**src/rtl/pi_ctl_sequencer.sv**
```systemverilog
// Slews the live PI code toward the CDR target with bounded, shortest-path steps and fans it out to
// N_PHASES offset PIs. Optional lock detector is enabled by defining PI_SEQ_LOCK_DET_EN.
module pi_ctl_sequencer #(
   parameter int N_PI_BITS = 9,
   parameter int N_PHASES  = 4,
   parameter int MAX_STEP  = 4,
   parameter int UPD_DIV   = 2,
   parameter int LOCK_TOL  = 2,
   parameter int LOCK_CNT  = 64
) (
   input  logic                          clk,
   input  logic                          rst,
   // target_valid is a single-cycle qualifier with no back-pressure: target_code is consumed
   // on every cycle target_valid is high (ignored while in EXT).
   input  logic [N_PI_BITS-1:0]          target_code,
   input  logic                          target_valid,
   input  logic                          en_ext_pi_ctl,
   input  logic [N_PI_BITS-1:0]          ext_pi_ctl,
   input  logic [N_PHASES*N_PI_BITS-1:0] pi_offset,
   output logic [N_PHASES*N_PI_BITS-1:0] pi_ctl,
   output logic [N_PI_BITS-1:0]          cur_code,
   output logic                          step_active,
   output logic                          locked,
   output logic [7:0]                    lock_lost_cnt,
   output logic [1:0]                    fsm_state
);

   localparam logic [1:0] IDLE = 2'b00;
   localparam logic [1:0] SLEW = 2'b01;
   localparam logic [1:0] EXT  = 2'b10;

   localparam int TICK_W = (UPD_DIV > 1) ? $clog2(UPD_DIV) : 1;
   localparam logic [TICK_W-1:0]    TICK_LAST = TICK_W'(UPD_DIV - 1);
   localparam logic [N_PI_BITS-1:0] HALF_TURN = {1'b1, {(N_PI_BITS-1){1'b0}}};
   localparam logic signed [N_PI_BITS:0] STEP_POS = (N_PI_BITS+1)'(MAX_STEP);
   localparam logic signed [N_PI_BITS:0] STEP_NEG = -((N_PI_BITS+1)'(MAX_STEP));

   logic [1:0]                    state_q, state_d;
   logic [N_PI_BITS-1:0]          cur_q, cur_d;
   logic [N_PI_BITS-1:0]          tgt_q, tgt_d;
   logic [TICK_W-1:0]             tick_q, tick_d;
   logic [N_PHASES*N_PI_BITS-1:0] pi_q, pi_d;

   logic                          tick_fire;
   logic [N_PI_BITS-1:0]          diff;
   logic signed [N_PI_BITS:0]     diff_s;
   logic signed [N_PI_BITS:0]     step_s;
   logic [N_PI_BITS-1:0]          step_next;

   assign tick_fire = (tick_q == TICK_LAST);
   assign diff      = tgt_q - cur_q;

   // An exact half turn has no shortest direction; it is taken as a positive move.
   always_comb begin
      if (diff == HALF_TURN) diff_s = {1'b0, diff};
      else                   diff_s = {diff[N_PI_BITS-1], diff};
      if (diff_s > STEP_POS)      step_s = STEP_POS;
      else if (diff_s < STEP_NEG) step_s = STEP_NEG;
      else                        step_s = diff_s;
      step_next = N_PI_BITS'({1'b0, cur_q} + $unsigned(step_s));
   end

   always_comb begin
      state_d = state_q;
      cur_d   = cur_q;
      tgt_d   = tgt_q;
      tick_d  = tick_q;
      if (en_ext_pi_ctl) begin
         state_d = EXT;
         cur_d   = ext_pi_ctl;
         tick_d  = '0;
      end else if (state_q == EXT) begin
         state_d = IDLE;
         tgt_d   = cur_q;
      end else begin
         tick_d = tick_fire ? '0 : tick_q + 1'b1;
         if (target_valid) tgt_d = target_code;
         case (state_q)
            IDLE: if (tgt_q != cur_q) state_d = SLEW;
            SLEW: begin
               if (tick_fire) begin
                  cur_d = step_next;
                  if (step_next == tgt_q) state_d = IDLE;
               end
            end
            default: state_d = IDLE;
         endcase
      end
   end

   always_comb begin
      pi_d = '0;
      for (int i = 0; i < N_PHASES; i++) begin
         pi_d[i*N_PI_BITS +: N_PI_BITS] = cur_q + pi_offset[i*N_PI_BITS +: N_PI_BITS];
      end
   end

   always_ff @(posedge clk) begin
      if (rst) begin
         state_q <= IDLE;
         cur_q   <= '0;
         tgt_q   <= '0;
         tick_q  <= '0;
         pi_q    <= '0;
      end else begin
         state_q <= state_d;
         cur_q   <= cur_d;
         tgt_q   <= tgt_d;
         tick_q  <= tick_d;
         pi_q    <= pi_d;
      end
   end

`ifdef PI_SEQ_LOCK_DET_EN
   localparam int LCNT_W = $clog2(LOCK_CNT + 1);
   localparam logic [LCNT_W-1:0] LCNT_MAX = LCNT_W'(LOCK_CNT);

   logic [LCNT_W-1:0]    lock_cnt_q, lock_cnt_d;
   logic                 locked_q, locked_d;
   logic [7:0]           lost_q, lost_d;
   logic [N_PI_BITS-1:0] err, err_abs;
   logic                 in_tol;

   assign err     = target_code - cur_q;
   assign err_abs = err[N_PI_BITS-1] ? (~err + 1'b1) : err;
   assign in_tol  = (err_abs <= N_PI_BITS'(LOCK_TOL));

   always_comb begin
      lock_cnt_d = lock_cnt_q;
      locked_d   = locked_q;
      lost_d     = lost_q;
      if (en_ext_pi_ctl) begin
         lock_cnt_d = '0;
         locked_d   = 1'b0;
      end else if ((state_q != EXT) && target_valid) begin
         if (in_tol) begin
            if (lock_cnt_q != LCNT_MAX) lock_cnt_d = lock_cnt_q + 1'b1;
            if (lock_cnt_d == LCNT_MAX) locked_d = 1'b1;
         end else begin
            lock_cnt_d = '0;
            if (locked_q) begin
               locked_d = 1'b0;
               if (lost_q != 8'hFF) lost_d = lost_q + 8'd1;
            end
         end
      end
   end

   always_ff @(posedge clk) begin
      if (rst) begin
         lock_cnt_q <= '0;
         locked_q   <= 1'b0;
         lost_q     <= '0;
      end else begin
         lock_cnt_q <= lock_cnt_d;
         locked_q   <= locked_d;
         lost_q     <= lost_d;
      end
   end

   assign locked        = locked_q;
   assign lock_lost_cnt = lost_q;
`else
   assign locked        = 1'b0;
   assign lock_lost_cnt = 8'd0;
`endif

   assign pi_ctl      = pi_q;
   assign cur_code    = cur_q;
   assign step_active = (state_q == SLEW);
   assign fsm_state   = state_q;

endmodule

```
**config.mk**
```make
export PLATFORM = sky130hd
export DESIGN_NAME = pi_ctl_sequencer
export DESIGN_NICKNAME = d
export VERILOG_FILES = /design/src/rtl/pi_ctl_sequencer.sv
export SDC_FILE = /design/constraint.sdc
export NUM_CORES = 1
export LEC_CHECK = 0
export BUFFER_PORTS_ARGS = -buffer_cell sky130_fd_sc_hd__clkbuf_2
export CAP_MARGIN = 20
export CORE_ASPECT_RATIO = 1.5
export CORE_MARGIN = 3
export CORE_UTILIZATION = 25
export CTS_CLUSTER_DIAMETER = 100
export DETAILED_ROUTE_END_ITERATION = 16
export PLACE_DENSITY = 0.48
export SLEW_MARGIN = 10
export SYNTH_ARGS = -nofsm -noshare
export SYNTH_HDL_FRONTEND = slang
export SYNTH_SLANG_ARGS = --single-unit
export TNS_END_PERCENT = 20
```
**constraint.sdc**
```tcl
create_clock -name clk -period 4.8 [get_ports clk]
set_input_delay 0.96 -clock clk [delete_from_list [all_inputs] [get_ports clk]]
set_output_delay 0.96 -clock clk [all_outputs]
set_load 0.02 [all_outputs]
```
==> metrics.yaml, run 1 <==
status:
  status: "completed"
cells_and_area:
  final_nets: 735
  antenna_cells: 0
  final_area_um2: 5320
  finish.utilization_pct: 32.4
  drive_gt1_share_pct: 24.1
  layout_common_cells: "clkbuf_2, dfxtp_1, nor2_1"
  final_common_cell: "clkbuf_2"
  area_delta_synth_final_pct: 26.0
setup_path:
  crit_path_top_delay_cell: "or4_1"
  crit_chain: "inv_1 > ha_1 > inv_1 > fa_1 > a21o_1 > a2111oi_2 > o22ai_2 > nor4b_4 > nand2_1 > a21oi_1 > ha_1 > fa_1 > xor2_1 > a2111oi_1 > o21ai_0 > or4_1 > nor4_2 > a31oi_1"
  cp_top_family: "compound AO/OA/AOI/OAI gates"
  worst_setup_path_end_kind: "flip-flop"
  criticalPathCategory: "reg2reg"
  slowest_delay_ps: 510
  startpoint_type: "flip-flop"
  path_buf_inv: 2
  critPathArrivalTime_ps: 4760
  critPathMaxFanout: 3
  cp.required_ps: 5020
global_routing:
  grt_pass1_vias: 4065
  grt_first_pass_wirelength_um: 20400
  grt_max_degree: 33
  antenna_found_initial: 0
  grt.total_usage_pct: 14.1
  grt_overflow: 0
sta:
  slew_violations: 0
  worstMarginPinSlew_ps: 590
  rsz0062_at_grt: "yes"
  timing.fmax_ghz: 0.220
  min_period_ps: 4550
  max_slew_margin_pct: 60.7
  holdWs_ps: 518
  skew_ps: 5.04
  fin_crit_sh_pct: 94.7
  setup_viol: 0
  hold_viol: 0
yosys:
  synth_warnings: 0
  avgSynthCellArea_um2: 8.31
  synthArstFlopShare_pct: 0
  syn_inst: 508
  synth_edf_count: 0
  synthFlopType: "dfxtp_1"
  ys_seq_area_share_pct: 27.0
  mappedNetlistArea_um2: 4220
  synth_seq_cells: 57
  netlist-cell-type-count: 54
die:
  ios: 115
  std_cell_rows: 57
  dieArea_um2: 18500
  fp.dieH_um: 165
  core_region_area_um2: 16400
  dieWidth_um: 112
  initial_core_util_pct: 25.7
placement:
  place_congestion: 0.853
  dpl_cell_area_um2: 4980
  port_buffers: 105
  hpwlAfterDp_um: 10500
cts:
  cts_buffers: 9
  cts_tree: "built"
  cts_htree_levels: 3
  cts.sinks: 57
  cts_root_buffer: "clkbuf_16"
  clock_latency_ps: 330
  clk_pin_slew_worst_paths_ps: 50
  cts_max_path_buffers: 2
min_path:
  min_path_type: "reg2reg"
pwr:
  leakage_nw: 2.56
  max-vdd-ir-drop_mv: 0.141
  power_density_nw_per_um2: 359
detailed_routing:
  firstDrtPassIters: 4
  drcViolationCount: 0
  routed_wirelength_um: 12800
  wl_per_cell_um: 15.4
  ant_nets: 0
  routed_via_density: 4.72
  first_iter_violations: 232
  vias: 3935
run:
  timing.max_cap.violations: 0
==> power by group <==
part / internal [mW] / switching (mW)
registers: 0.521 / 0.0222
logic: 0.287 / 0.410
clock network: 0.443 / 0.224
total: 1.25 / 0.657
==> flip-flops by register name, summed over array words and instances (netlist names) <==
name / cells
tick_fire: 1
fsm_state: 2
pi_ctl: 36
tgt_q: 9
cur_code: 9
==> cell families after synthesis <==
logic type               Yosys count  share of synthesized area (%)
multiplexers                       3                          0.712
adder cells (fa/ha/maj)           55                           17.4
AO/OA/AOI/OAI                    138                           21.6
AND/OR/NAND/NOR                  152                           17.0
buffers and inverters             63                           7.41
flip-flops                        57                           27.0
XOR/XNOR                          39                           8.75
other                              1                         0.0889
==> metrics by stage <==
stage	cells	worst slack, ps	total power, mW	TNS, ps
2_1_floorplan	516	108	1.06	0
3_3_place_gp	817	279	1.23	0
3_5_place_dp	817	100	1.24	0
4_1_cts	833	86.8	1.92	0
5_1_grt	833	-81.9	2.02	-81.9
6_report	833	252	1.91	0
==> layout make-up <==
| cell class | count | area (µm²) |
|---|---|---|
| sequential | 57 | 1140 |
| tap | 206 | 258 |
| multi-input combinational | 396 | 2830 |
| timing repair buffer | 120 | 638 |
| clock inverter | 2 | 35.0 |
| clock buffer | 14 | 274 |
| inverter | 38 | 143 |
| fill | 1738 | 11100 |
==> worst register-to-register path, stage by stage, from the launching register on <==
cell and delay (ps):
dfxtp_1 320, inv_1 80, ha_1 140, inv_1 50, fa_1 410, a21o_1 230
a2111oi_2 450, o22ai_2 170, nor4b_4 240, nand2_1 130, a21oi_1 180, ha_1 200
fa_1 450, xor2_1 170, a2111oi_1 310, o21ai_0 140, or4_1 510, nor4_2 140
a31oi_1 100
==> cell usage after synthesis, types with 3 or more instances <==
master	instances	area (µm²)
ha_1	49	613
xnor2_1	28	245
o21ba_2	4	40.0
and2_1	4	25.0
nor3_1	20	100
o21a_1	5	37.5
mux2i_1	3	30.0
nor2_1	55	206
a21oi_1	47	235
xor2_1	9	78.8
nand3_1	3	15.0
a21boi_0	5	37.5
fa_1	6	120
buf_4	11	82.6
clkbuf_1	9	33.8
a211oi_1	13	97.6
inv_1	38	143
dfxtp_1	57	1140
nor2b_1	14	87.6
a31oi_1	5	31.3
o21ai_0	24	120
a21o_1	15	113
nand2_1	38	143
buf_6	4	45.0
nand4_1	3	18.8
and3_1	4	25.0
==> final timing paths <==
check                                           start                        end  slack [ps]  cells past startpoint
worst min-delay path            tgt_q[8]$_SDFFE_PP0P_      tgt_q[8]$_SDFFE_PP0P_         520                      2
worst max register to register  tgt_q[0]$_SDFFE_PP0P_  fsm_state[0]$_SDFFE_PP0P_         250                     18
worst min register to register  tgt_q[8]$_SDFFE_PP0P_      tgt_q[8]$_SDFFE_PP0P_         520                      2
worst max-delay path            tgt_q[0]$_SDFFE_PP0P_  fsm_state[0]$_SDFFE_PP0P_         250                     18
==> per-layer routing <==
layer,share of wire (%),track usage (%),vias to the layer above,wire length (µm)
met3,5.4,3.03,32,689
met2,54,26.7,108,6880
met5,0,0,-,0
met1,38,14.8,1801,4840
li1,-,-,1994,-
met4,3.3,6.72,0,425
==> timing repair <==
item	4_1_cts	5_1_grt
endpoints found under the setup margin	0	2
resized for setup	0	7
buffers inserted	0	0
hold buffers	0	0
Power figures use the tool's default switching activity.
==> run 2, diff against run 1 <==
--- a/config.mk
+++ b/config.mk
@@ -7,13 +7,11 @@
 export LEC_CHECK = 0
 export BUFFER_PORTS_ARGS = -buffer_cell sky130_fd_sc_hd__clkbuf_2
 export CAP_MARGIN = 20
-export CORE_ASPECT_RATIO = 1.5
 export CORE_MARGIN = 3
 export CORE_UTILIZATION = 25
 export CTS_CLUSTER_DIAMETER = 100
 export DETAILED_ROUTE_END_ITERATION = 16
 export PLACE_DENSITY = 0.48
-export SLEW_MARGIN = 10
 export SYNTH_ARGS = -nofsm -noshare
 export SYNTH_HDL_FRONTEND = slang
 export SYNTH_SLANG_ARGS = --single-unit
==> metrics.yaml, run 2 (same netlist as run 1, synthesis figures left out) <==
detailed_routing:
  first_iter_violations: 141
  ant_nets: 0
  routed_via_density: 4.70
  vias: 3955
  drcViolationCount: 0
  wl_per_cell_um: 15.6
  firstDrtPassIters: 5
  routed_wirelength_um: 13100
sta:
  skew_ps: 3.84
  setup_viol: 0
  setup_slack_ps: 326
  hold_viol: 0
  max_slew_margin_pct: 48.5
  rsz0062_at_grt: "no"
  tns_ps: 0
  holdWs_ps: 536
  timing.fmax_ghz: 0.224
  fin_crit_sh_pct: 93.2
  min_period_ps: 4470
  slew_violations: 0
  worstMarginPinSlew_ps: 772
cts:
  clk_pin_slew_worst_paths_ps: 50
  cts_htree_levels: 3
  cts_max_path_buffers: 2
  cts_tree: "built"
  cts_root_buffer: "clkbuf_16"
  cts_buffers: 9
  cts.sinks: 57
  clock_latency_ps: 330
cells_and_area:
  fillers: 1710
  final_area_um2: 5370
  largest_reg_flops: 36
  area_delta_synth_final_pct: 27.2
  drive_gt1_share_pct: 24.8
  final_common_cell: "clkbuf_2"
  final_nets: 734
  antenna_cells: 0
  layout_common_cells: "clkbuf_2, dfxtp_1, nor2_1"
die:
  ios: 115
  std_cell_rows: 46
  initial_core_util_pct: 26.1
  fp.dieH_um: 136
  dieWidth_um: 136
  dieArea_um2: 18500
  core_region_area_um2: 16200
setup_path:
  worst_setup_path_end_kind: "flip-flop"
  startpoint_type: "flip-flop"
  criticalPathCategory: "reg2reg"
  cp.required_ps: 5010
  critPathArrivalTime_ps: 4680
  reg2reg_setup_slack_ps: 330
  critPathMaxFanout: 3
global_routing:
  grt_pass1_vias: 3963
  grt_first_pass_wirelength_um: 20500
  grt_max_degree: 32
  antenna_found_initial: 0
  grt_overflow: 0
  grt.total_usage_pct: 14.3
pwr:
  power_mw: 1.95
  leakage_nw: 2.56
  max-vdd-ir-drop_mv: 0.186
  power_density_nw_per_um2: 364
min_path:
  min_path_type: "reg2reg"
placement:
  place_congestion: 0.852
  dpl_cell_area_um2: 4980
  dp_slack_ps: 139
  port_buffers: 105
  hpwlAfterDp_um: 10400
status:
  status: "completed"
run:
  timing.max_cap.violations: 0
==> run 2: per-layer routing <==
| metal | vias to the layer above | global-route usage (%) | wire, µm |
|---|---|---|---|
| met5 | - | 0 | 0 |
| met4 | 0 | 6.16 | 286 |
| met3 | 17 | 2.66 | 744 |
| met2 | 122 | 24.0 | 6100 |
| met1 | 1833 | 18.0 | 5980 |
| li1 | 1983 | - | - |
==> run 2: final timing paths <==
check,from,to,cells past startpoint
max,tgt_q[0]$_SDFFE_PP0P_,fsm_state[0]$_SDFFE_PP0P_,18
min,tgt_q[8]$_SDFFE_PP0P_,tgt_q[8]$_SDFFE_PP0P_,2
max reg2reg,tgt_q[0]$_SDFFE_PP0P_,fsm_state[0]$_SDFFE_PP0P_,18
min reg2reg,tgt_q[8]$_SDFFE_PP0P_,tgt_q[8]$_SDFFE_PP0P_,2
==> run 2: area by class of cell <==
| type | instances | area, µm² | area share [%] |
|---|---|---|---|
| clock buffer | 11 | 253 | 4.71 |
| clock inverter | 5 | 77.6 | 1.45 |
| inverter | 38 | 143 | 2.66 |
| multi-input combinational | 396 | 2850 | 53.1 |
| sequential | 57 | 1140 | 21.3 |
| tap | 216 | 270 | 5.04 |
| timing repair buffer | 119 | 631 | 11.8 |
==> run 2: power by group <==
group	switching (mW)	leakage, nW	internal (mW)
clock network	0.232	0.162	0.480
registers	0.0235	0.474	0.520
logic	0.407	1.92	0.289
total	0.663	2.56	1.29
==> run 2: timing repair <==
| item | CTS | global route |
|---|---|---|
| buffers inserted | 0 | 0 |
| setup endpoints to repair | 0 | 2 |
| hold buffers | 0 | 0 |
| gates resized for setup | 0 | 11 |
==> run 2: per-stage QoR <==
| step | instances | util, % |
|---|---|---|
| floorplan | 516 | - |
| global placement | 826 | 30.8 |
| detailed placement | 826 | 30.8 |
| CTS | 842 | 32.8 |
| global route | 842 | 33.2 |
| finish | 842 | 33.2 |
==> run 2: critical path: stages (launching register included) <==
cell and delay [ps]:
dfxtp_1 340, inv_1 90, ha_1 140, inv_1 50
fa_2 370, a21o_4 240, a2111oi_4 360, o22ai_2 150
nor4b_4 260, nand2_1 140, a21oi_1 190, ha_2 220
fa_1 440, xor2_1 170, a2111oi_2 290, o21ai_0 120
or4_1 480, nor4_1 180, a31oi_1 130
==> run 3, diff against run 2 <==
--- a/config.mk
+++ b/config.mk
@@ -12,6 +12,7 @@
 export CTS_CLUSTER_DIAMETER = 100
 export DETAILED_ROUTE_END_ITERATION = 16
 export PLACE_DENSITY = 0.48
+export RECOVER_POWER = 25
 export SYNTH_ARGS = -nofsm -noshare
 export SYNTH_HDL_FRONTEND = slang
 export SYNTH_SLANG_ARGS = --single-unit
==> metrics.yaml, run 3 (same netlist as run 1, synthesis figures left out) <==
setup_path:
  rr_startpoint: "tgt_q[0]$_SDFFE_PP0P_"
  startpoint_type: "flip-flop"
  criticalPathCategory: "reg2reg"
  crit_chain: "inv_1 > ha_1 > inv_1 > fa_2 > a21o_4 > a2111oi_4 > o22ai_2 > nor4b_4 > nand2_1 > a21oi_1 > ha_2 > fa_1 > xor2_1 > a2111oi_2 > o21ai_0 > or4_1 > nor4_1 > a31oi_1"
  crit_end: "fsm_state[0]$_SDFFE_PP0P_"
  critPathMaxFanout: 3
  critPathLaunch: "tgt_q[0]$_SDFFE_PP0P_"
  reg2reg_setup_slack_ps: 330
  slowest_delay_ps: 480
  ff2ff_path_depth: 18
  critPathArrivalTime_ps: 4680
  cp.required_ps: 5010
  reg2reg_to: "fsm_state[0]$_SDFFE_PP0P_"
  crit_path_top_delay_cell: "or4_1"
  crit_top_cell: "inv_1"
  worst_setup_path_end_kind: "flip-flop"
sta:
  max_slew_margin_pct: 14.7
  timing.fmax_ghz: 0.224
  hold_viol: 0
  slew_violations: 0
  skew_ps: 4.13
  worstMarginPinSlew_ps: 1280
  tns_ps: 0
  rsz0062_at_grt: "no"
  setup_viol: 0
  fin_crit_sh_pct: 93.2
  min_period_ps: 4470
  holdWs_ps: 536
cells_and_area:
  final_nets: 734
  largest_reg_flops: 36
  final_common_cell: "clkbuf_2"
  layout_common_cells: "clkbuf_2, dfxtp_1, nor2_1"
  antenna_cells: 0
  stdcell_count: 842
  drive_gt1_share_pct: 21.9
  area_delta_synth_final_pct: 26.7
die:
  std_cell_rows: 46
  fp.dieH_um: 136
  dieArea_um2: 18500
  core_region_area_um2: 16200
  initial_core_util_pct: 26.1
  ios: 115
  dieWidth_um: 136
global_routing:
  grt_max_degree: 32
  antenna_found_initial: 0
  grt.total_usage_pct: 14.3
  grt_overflow: 0
  grt_pass1_vias: 3963
  grt_first_pass_wirelength_um: 20500
pwr:
  combPwrFrac_pct: 35.5
  p_seq_share_pct: 27.9
  leakage_nw: 2.50
  clock_power_share_pct: 36.6
  power_density_nw_per_um2: 365
  p_sw_uw: 664
  max-vdd-ir-drop_mv: 0.186
  power_mw: 1.95
  swShare_pct: 34.0
  p_int_mw: 1.29
cts:
  cts_root_buffer: "clkbuf_16"
  cts_htree_levels: 3
  cts_tree: "built"
  cts_max_path_buffers: 2
  cts_buffers: 9
  clk_pin_slew_worst_paths_ps: 50
  cts.sinks: 57
  clock_latency_ps: 330
  cts_setup_buffers: 0
detailed_routing:
  ant_nets: 0
  firstDrtPassIters: 4
  wl_per_cell_um: 15.6
  drcViolationCount: 0
  vias: 3960
  first_iter_violations: 140
  routed_wirelength_um: 13100
  routed_via_density: 4.70
placement:
  port_buffers: 105
  hpwlAfterDp_um: 10400
  place_congestion: 0.852
  place_inst: 826
run:
  timing.max_cap.violations: 0
min_path:
  min_path_type: "reg2reg"
  min-delay-start: "tgt_q[8]$_SDFFE_PP0P_"
status:
  status: "completed"
==> run 3: per-layer routing <==
metal | global-route usage, % | up-vias | routed length, µm
met4 | 6.16 | 0 | 286
met2 | 24.0 | 129 | 6110
met3 | 2.66 | 17 | 797
li1 | - | 1984 | -
met5 | 0 | - | 0
met1 | 18.0 | 1830 | 5940
==> run 3: per-stage QoR <==
step | utilization [%] | worst slack (ps) | instance area, µm²
floorplan | - | 108 | 4250
global placement | 30.8 | 266 | 4980
detailed placement | 30.8 | 139 | 4980
CTS | 32.8 | 119 | 5310
global route | 33.0 | 27.7 | 5340
finish | 33.0 | 327 | 5340
==> run 3: power by group through the flow <==
stage	Combinational [mW]	Sequential [mW]	Clock [mW]
2_1_floorplan	0.455	0.604	0
3_3_place_gp	0.681	0.553	0
3_5_place_dp	0.682	0.555	0
4_1_cts	0.684	0.545	0.729
5_1_grt	0.767	0.549	0.745
6_report	0.692	0.544	0.713
==> run 3: repair_timing <==
item,in CTS,in global routing
resized for setup,0,11
hold buffers,0,0
endpoints found under the setup margin,0,2
==> run 3: worst min path at each step <==
stage / end / slack [ps] / cells after the start
3_5_place_dp: tgt_q[8]$_SDFFE_PP0P_ / 540 / 2
4_1_cts: tgt_q[8]$_SDFFE_PP0P_ / 550 / 2
6_report: tgt_q[8]$_SDFFE_PP0P_ / 540 / 2
3_3_place_gp: tgt_q[0]$_SDFFE_PP0P_ / 520 / 2
2_1_floorplan: tgt_q[8]$_SDFFE_PP0P_ / 490 / 2
5_1_grt: tick_fire$_SDFFE_PP0N_ / 590 / 2
==> run 3: layout make-up <==
type,instances,area [µm²]
Inverter,38,143
Fill cell,1725,10800
Clock buffer,11,253
Sequential cell,57,1140
Timing Repair Buffer,119,608
Clock inverter,5,77.6
Tap cell,216,270
Multi-Input combinational cell,396,2850
==> run 3: worst max-delay path: cells and delay by family (launching register included) <==
family                     cells  cell delay (ps)
and+or+nand+nor                4             1060
AOI/OAI and AO/OA              7             1470
DFF                            1              340
buffers and inverters          2              140
adders and majority gates      4             1170
xor gates and xnor gates       1              170
